## config.mk

```make
export PLATFORM = sky130hd
export DESIGN_NAME = acc_shift_sequencer_flat
export DESIGN_NICKNAME = d
export VERILOG_FILES = /design/src/rtl/acc_shift_sequencer_if.sv /design/src/rtl/acc_shift_sequencer.sv /design/src/flat_wrapper.sv
export SDC_FILE = /design/constraint.sdc
export NUM_CORES = 1
export LEC_CHECK = 0
export ABC_AREA = 1
export ABC_CLOCK_PERIOD_IN_PS = 2500
export CORE_MARGIN = 3
export CORE_UTILIZATION = 25
export CTS_BUF_LIST = sky130_fd_sc_hd__clkbuf_8
export DETAILED_ROUTE_END_ITERATION = 12
export PLACE_DENSITY = 0.55
export SLEW_MARGIN = 20
export SYNTH_ARGS = -nofsm -noshare
export SYNTH_HDL_FRONTEND = slang
export SYNTH_SLANG_ARGS = --single-unit
export TNS_END_PERCENT = 100
```

## constraint.sdc

```tcl
create_clock -name clk -period 2.5 [get_ports clk]
set_input_delay 0.75 -clock clk [delete_from_list [all_inputs] [get_ports clk]]
set_output_delay 0.75 -clock clk [all_outputs]
set_load 0.02 [all_outputs]
```

## src/rtl/acc_shift_sequencer_if.sv

```systemverilog
// Bundle between a requester/shifter pair and the accumulator shift sequencer.
interface acc_shift_sequencer_if #(
  parameter int unsigned N     = 8,
  parameter int unsigned AMT_W = 4
);
  logic             start;
  logic             dir;
  logic [AMT_W-1:0] amount;
  logic             load;
  logic [N-1:0]     load_data;
  logic [N-1:0]     shf_in;
  logic [2:0]       shf_ctrl;
  logic [N-1:0]     shf_data;
  logic [N-1:0]     acc;
  logic             busy;
  logic             done;

  modport master (
    output start, dir, amount, load, load_data, shf_in,
    input  shf_ctrl, shf_data, acc, busy, done
  );

  modport slave (
    input  start, dir, amount, load, load_data, shf_in,
    output shf_ctrl, shf_data, acc, busy, done
  );
endinterface

```

## src/rtl/acc_shift_sequencer.sv

```systemverilog
// Accumulator owner that breaks an arbitrary shift request into x4 / x2 / zero
// shifter steps, one per cycle, writing the shifter result back each cycle.
module acc_shift_sequencer #(
  parameter int unsigned N     = 8,
  parameter int unsigned AMT_W = 4
) (
  input  logic                  clk,
  input  logic                  rst_n,
  acc_shift_sequencer_if.slave  bus
);
  localparam logic [2:0] CTRL_SHL1 = 3'd0;
  localparam logic [2:0] CTRL_SHR1 = 3'd1;
  localparam logic [2:0] CTRL_PASS = 3'd2;
  localparam logic [2:0] CTRL_SHL2 = 3'd3;
  localparam logic [2:0] CTRL_SHR2 = 3'd4;
  localparam logic [2:0] CTRL_ZERO = 3'd5;

  typedef enum logic [1:0] {
    S_IDLE  = 2'd0,
    S_SHIFT = 2'd1,
    S_DONE  = 2'd2
  } state_t;

  state_t           r_state;
  logic [N-1:0]     r_acc;
  logic [AMT_W-1:0] r_rem;
  logic             r_dir;
  logic             r_clr;
  logic [2:0]       r_shf_ctrl;
  logic             r_busy;
  logic             r_done;

  logic [AMT_W-1:0] w_rem_nxt;
  logic             w_amt_big;

  // Control code for the next step given the remaining distance (rem >= 1).
  function automatic logic [2:0] f_step_ctrl(input logic [AMT_W-1:0] rem,
                                             input logic             d);
    if (rem >= AMT_W'(2)) return d ? CTRL_SHR2 : CTRL_SHL2;
    else                  return d ? CTRL_SHR1 : CTRL_SHL1;
  endfunction

  assign w_amt_big = (32'(bus.amount) >= N);
  assign w_rem_nxt = (r_clr || (r_rem < AMT_W'(2))) ? '0 : (r_rem - AMT_W'(2));

  // Outputs are registered alongside the state, computed for the state being entered.
  always_ff @(posedge clk) begin
    if (!rst_n) begin
      r_state    <= S_IDLE;
      r_acc      <= '0;
      r_rem      <= '0;
      r_dir      <= 1'b0;
      r_clr      <= 1'b0;
      r_shf_ctrl <= CTRL_PASS;
      r_busy     <= 1'b0;
      r_done     <= 1'b0;
    end else begin
      case (r_state)
        S_IDLE: begin
          if (bus.load) begin
            r_acc <= bus.load_data;
          end else if (bus.start) begin
            r_dir  <= bus.dir;
            r_rem  <= bus.amount;
            r_busy <= 1'b1;
            if (bus.amount == '0) begin
              r_state    <= S_DONE;
              r_done     <= 1'b1;
              r_shf_ctrl <= CTRL_PASS;
            end else if (w_amt_big) begin
              r_state    <= S_SHIFT;
              r_clr      <= 1'b1;
              r_shf_ctrl <= CTRL_ZERO;
            end else begin
              r_state    <= S_SHIFT;
              r_shf_ctrl <= f_step_ctrl(bus.amount, bus.dir);
            end
          end
        end
        S_SHIFT: begin
          r_acc <= bus.shf_in;
          r_rem <= w_rem_nxt;
          r_clr <= 1'b0;
          if (w_rem_nxt == '0) begin
            r_state    <= S_DONE;
            r_done     <= 1'b1;
            r_shf_ctrl <= CTRL_PASS;
          end else begin
            r_shf_ctrl <= f_step_ctrl(w_rem_nxt, r_dir);
          end
        end
        S_DONE: begin
          r_state    <= S_IDLE;
          r_done     <= 1'b0;
          r_busy     <= 1'b0;
          r_shf_ctrl <= CTRL_PASS;
        end
        default: begin
          r_state    <= S_IDLE;
          r_done     <= 1'b0;
          r_busy     <= 1'b0;
          r_clr      <= 1'b0;
          r_shf_ctrl <= CTRL_PASS;
        end
      endcase
    end
  end

  assign bus.acc      = r_acc;
  assign bus.shf_data = r_acc;
  assign bus.shf_ctrl = r_shf_ctrl;
  assign bus.busy     = r_busy;
  assign bus.done     = r_done;
endmodule

```

## src/flat_wrapper.sv

```systemverilog
// flat-port wrapper written by rule: the top's interface ports become plain ports
module acc_shift_sequencer_flat 
#(
  parameter int unsigned N     = 8,
  parameter int unsigned AMT_W = 4
)
  (clk, rst_n, bus_start, bus_dir, bus_amount, bus_load, bus_load_data, bus_shf_in, bus_shf_ctrl, bus_shf_data, bus_acc, bus_busy, bus_done);
  acc_shift_sequencer_if #(.N(N), .AMT_W(AMT_W)) bus_i ();
  input  logic clk;
  input  logic rst_n;
  input wire logic [$bits(bus_i.start)-1:0] bus_start;
  input wire logic [$bits(bus_i.dir)-1:0] bus_dir;
  input wire logic [$bits(bus_i.amount)-1:0] bus_amount;
  input wire logic [$bits(bus_i.load)-1:0] bus_load;
  input wire logic [$bits(bus_i.load_data)-1:0] bus_load_data;
  input wire logic [$bits(bus_i.shf_in)-1:0] bus_shf_in;
  output wire logic [$bits(bus_i.shf_ctrl)-1:0] bus_shf_ctrl;
  output wire logic [$bits(bus_i.shf_data)-1:0] bus_shf_data;
  output wire logic [$bits(bus_i.acc)-1:0] bus_acc;
  output wire logic [$bits(bus_i.busy)-1:0] bus_busy;
  output wire logic [$bits(bus_i.done)-1:0] bus_done;
  assign bus_i.start = bus_start;
  assign bus_i.dir = bus_dir;
  assign bus_i.amount = bus_amount;
  assign bus_i.load = bus_load;
  assign bus_i.load_data = bus_load_data;
  assign bus_i.shf_in = bus_shf_in;
  assign bus_shf_ctrl = bus_i.shf_ctrl;
  assign bus_shf_data = bus_i.shf_data;
  assign bus_acc = bus_i.acc;
  assign bus_busy = bus_i.busy;
  assign bus_done = bus_i.done;
  acc_shift_sequencer #(.N(N), .AMT_W(AMT_W)) u_core (.clk(clk), .rst_n(rst_n), .bus(bus_i));
endmodule
```

==> summary.md <==
| Metric | Value |
|---|---|
| DRC violations left | 0 |
| All-Layer GR Usage | a little over a tenth |
| Maximum clock rate | approximately 0.50 GHz |
| H-tree depth reported by CTS | 1 |
| Top library cells by usage in the layout, fill and taps aside | 45 x sky130_fd_sc_hd__clkdlybuf4s50_1, 31 x sky130_fd_sc_hd__nand2_1, 21 x sky130_fd_sc_hd__dfxtp_1 |
| Static leakage | 0.690 nW |
| Number of unique standard cell types used by synthesis | 26 |
| DIE WIDTH | roughly 74 µm |
| Via count of the first global-routing pass | 1022 |
| Tcrit/Tclk final | 79.3% |
| Fin util | a little under two fifths |
| Sort of element at the start of the critical path | register |
| Die height | ~74 µm |
| Critical path buffers and inverters | 1 |
| Class of the worst hold path | reg2reg |
| Power Total | 1.04 mW |
| Final-layout fill cell count | 491 |
| Detailed placer's ending HPWL | 2230 µm |
| Maximum single-stage delay on the critical path | slightly above 600 ps |
| Total of warnings raised by yosys | 0 |
| Proportion of synthesized chip area in sequential cells | between 30% and 40% |
| Final-stage net count | 236 |
| Clk pwr share | 21.3% |
| Mean number of vias per cell | 4.49 |
| Number of max-cap violations | 0 |
| Overall die area | 5500 µm² |
| CTS sink cnt | 21 |
| Worst path required time | 1750 ps |
| Min Clock Period, post-route | 1980 ps |
| Sum of negative setup slack | 0 ps |
| Clock transition at path regs | 80 ps |
| Area of the mapped netlist | 1160 µm² |
| Switching power summed over all nets | 0.371 mW |
| Number of setup buffers added after CTS | 0 |
| Number of hold violations in the final report | 0 |
| Power share of the combinational group | 39.7% |
| TritonCTS buffer count | 3 |
| Net switching fraction of the power | 35.6% |
| Most common library cell in the layout ignoring fill and taps | sky130_fd_sc_hd__clkdlybuf4s50_1 |
| Count of vias placed by the detailed router | 1154 |
| Core Rows | 24 |
| Sequential power share | 39.0% |
| Normalized max-slew margin | 68.3% |
| Internal power contribution | 0.670 mW |
| Post-cts resize count | 0 |
| I/O pin count | 46 |
| Area overhead of the layout relative to synthesis | 42.7% |
| Critical path class | reg2out |
| Average routed wire per standard cell | 11.2 µm |
| Slowest-stage cell, CP | sky130_fd_sc_hd__clkdlybuf4s50_1 |
| Weighted congestion reported at the end of routability-driven placement | 0.780 |
| Antenna violations before repair | 0 |
| Multi-input gate area | 571 µm² |
| WP data arrival | 1230 ps |
| Count of routing violations after the opening detailed-route iteration | 53 |
| Skew-Pair Late Insertion Delay | between 200 and 300 ps |
| Area used by sequential logic in the layout | 420 µm² |
| CTS Buffer Depth | 2 |
| Fraction of layout cells with a size suffix above 1 | 12.7% |
| Synthesized netlist net count | 195 |
| Run status | completed |
| Clk Tree Root Cell | sky130_fd_sc_hd__clkbuf_8 |
| Worst Setup End Kind | output pin |
| First-pass GRT wire length | 4610 µm |
| Number of failing setup endpoints in the final timing report | 0 |
| Starting utilization of the core area | 26.3% |
| Port buffer count | 45 |
| Clock tree from TritonCTS | built |
| IR drop worst, VDD | 0.246 mV |
| Worst-margin pin slew | 475 ps |
| Final slew viol count | 0 |
| Maximum clock skew at final layout | 1.27 ps |
| #FFs+latches synth | 21 |
| Aggregate routed wire length | between 2000 and 3000 µm |
| Largest fanout on the critical path | 3 |
| Family with the most delay on the worst path | buffers and inverters |
| 1st-pass router iterations | 4 |
| Count of inserted antenna diode cells | 0 |
| Core area | approximately 4400 µm² |
| Avg Inst Size Synth | 7.04 µm² |
| Pin count of the biggest net entering global routing | 18 |
| Antenna Violating Nets Remaining | 0 |
| Setup slack, reg-to-reg | 650 ps |
| Cells traversed along the worst timing path | clkdlybuf4s50_1 |
| Cell count after synthesis | 165 |
| Setup repair after global routing missed its margin | no |
| Hold Buf Count CTS | 0 |
| Power density normalized to cell area | approximately 630 nW/µm² |
| Gr ovfl total | 0 |
[final timing paths]
check,startpoint,endpoint,cells after the start
setup / recovery,u_core.bus.acc[1],bus_acc[1],1
hold / removal,u_core.bus.busy,u_core.bus.busy,2
setup reg to reg,u_core.r_rem[1],u_core.bus.shf_ctrl[0],11
hold reg to reg,u_core.bus.busy,u_core.bus.busy,2
[state kept, by name, indices dropped and copies added, names as in the netlist]
signal               flops
u_core.bus.busy          1
u_core.bus.acc           8
u_core.bus.shf_ctrl      3
u_core.r_dir             1
u_core.r_clr             1
u_core.r_rem             4
u_core.r_state           2
u_core.bus.done          1
[synthesized netlist by cell type, drive strengths merged]
master,n,area (µm²)
ha,5,62.6
o211ai,1,7.51
buf,10,76.3
nand2,34,140
clkbuf,1,3.75
o21bai,1,7.51
a31oi,5,31.3
nand3,8,40.0
nor2,21,96.3
dfxtp,21,420
a21oi,12,63.8
o21ai,19,98.9
a22oi,1,7.51
nor3,2,15.0
inv,24,90.1
[per-stage QoR]
step	std cells	area (µm²)	setup WS, ps	hold WS (ps)
final	257	1660	517	471
after CTS	257	1660	503	478
after global routing	257	1660	401	501
after global placement	253	1610	294	452
after detailed placement	253	1610	248	461
after floorplan	165	1160	859	471
[cell families (layout without fill, tap and decap cells)]
family	count (synthesis)	after routing	share of synthesized area, %
AOI/OAI and AO/OA	39	39	18.6
adders and majority gates	5	5	5.39
buffers and inverters	35	75	14.7
DFF	21	21	36.2
and+or+nand+nor	65	65	25.1
[power groups by stage]
stage	Clock, mW	Sequential [mW]	Combinational (mW)
floorplan	0	0.440	0.245
global placement	0	0.414	0.414
detailed placement	0	0.414	0.415
CTS	0.231	0.407	0.417
global route	0.245	0.412	0.459
finish	0.222	0.406	0.413
[layout make-up]
class / instances / share of cell area [%]
well taps: 52 / 3.93
repair buffers: 47 / 28.1
flip-flops and latches: 21 / 25.4
multi-input cells: 109 / 34.4
inverters: 24 / 5.44
clock buffers: 3 / 2.49
clock inverters: 1 / 0.227
[layer usage]
metal,wire length (µm),vias to the layer above,global-route usage [%]
li1,-,605,-
met1,1450,495,14.9
met2,1130,50,16.3
met3,273,4,3.24
met4,20,0,2.41
met5,0,-,0
[worst reg2reg max path, cell delays in order (launching register included)]
cell and delay (ps):
sky130_fd_sc_hd__dfxtp_1 390, sky130_fd_sc_hd__inv_2 80, sky130_fd_sc_hd__ha_1 300, sky130_fd_sc_hd__inv_1 50
sky130_fd_sc_hd__o21ai_2 160, sky130_fd_sc_hd__o21ai_0 140, sky130_fd_sc_hd__ha_1 290, sky130_fd_sc_hd__inv_1 50
sky130_fd_sc_hd__nand3_1 80, sky130_fd_sc_hd__nand2_1 80, sky130_fd_sc_hd__nand2_1 50, sky130_fd_sc_hd__a21oi_1 110
No activity file was read; power rests on OpenSTA's default activity.
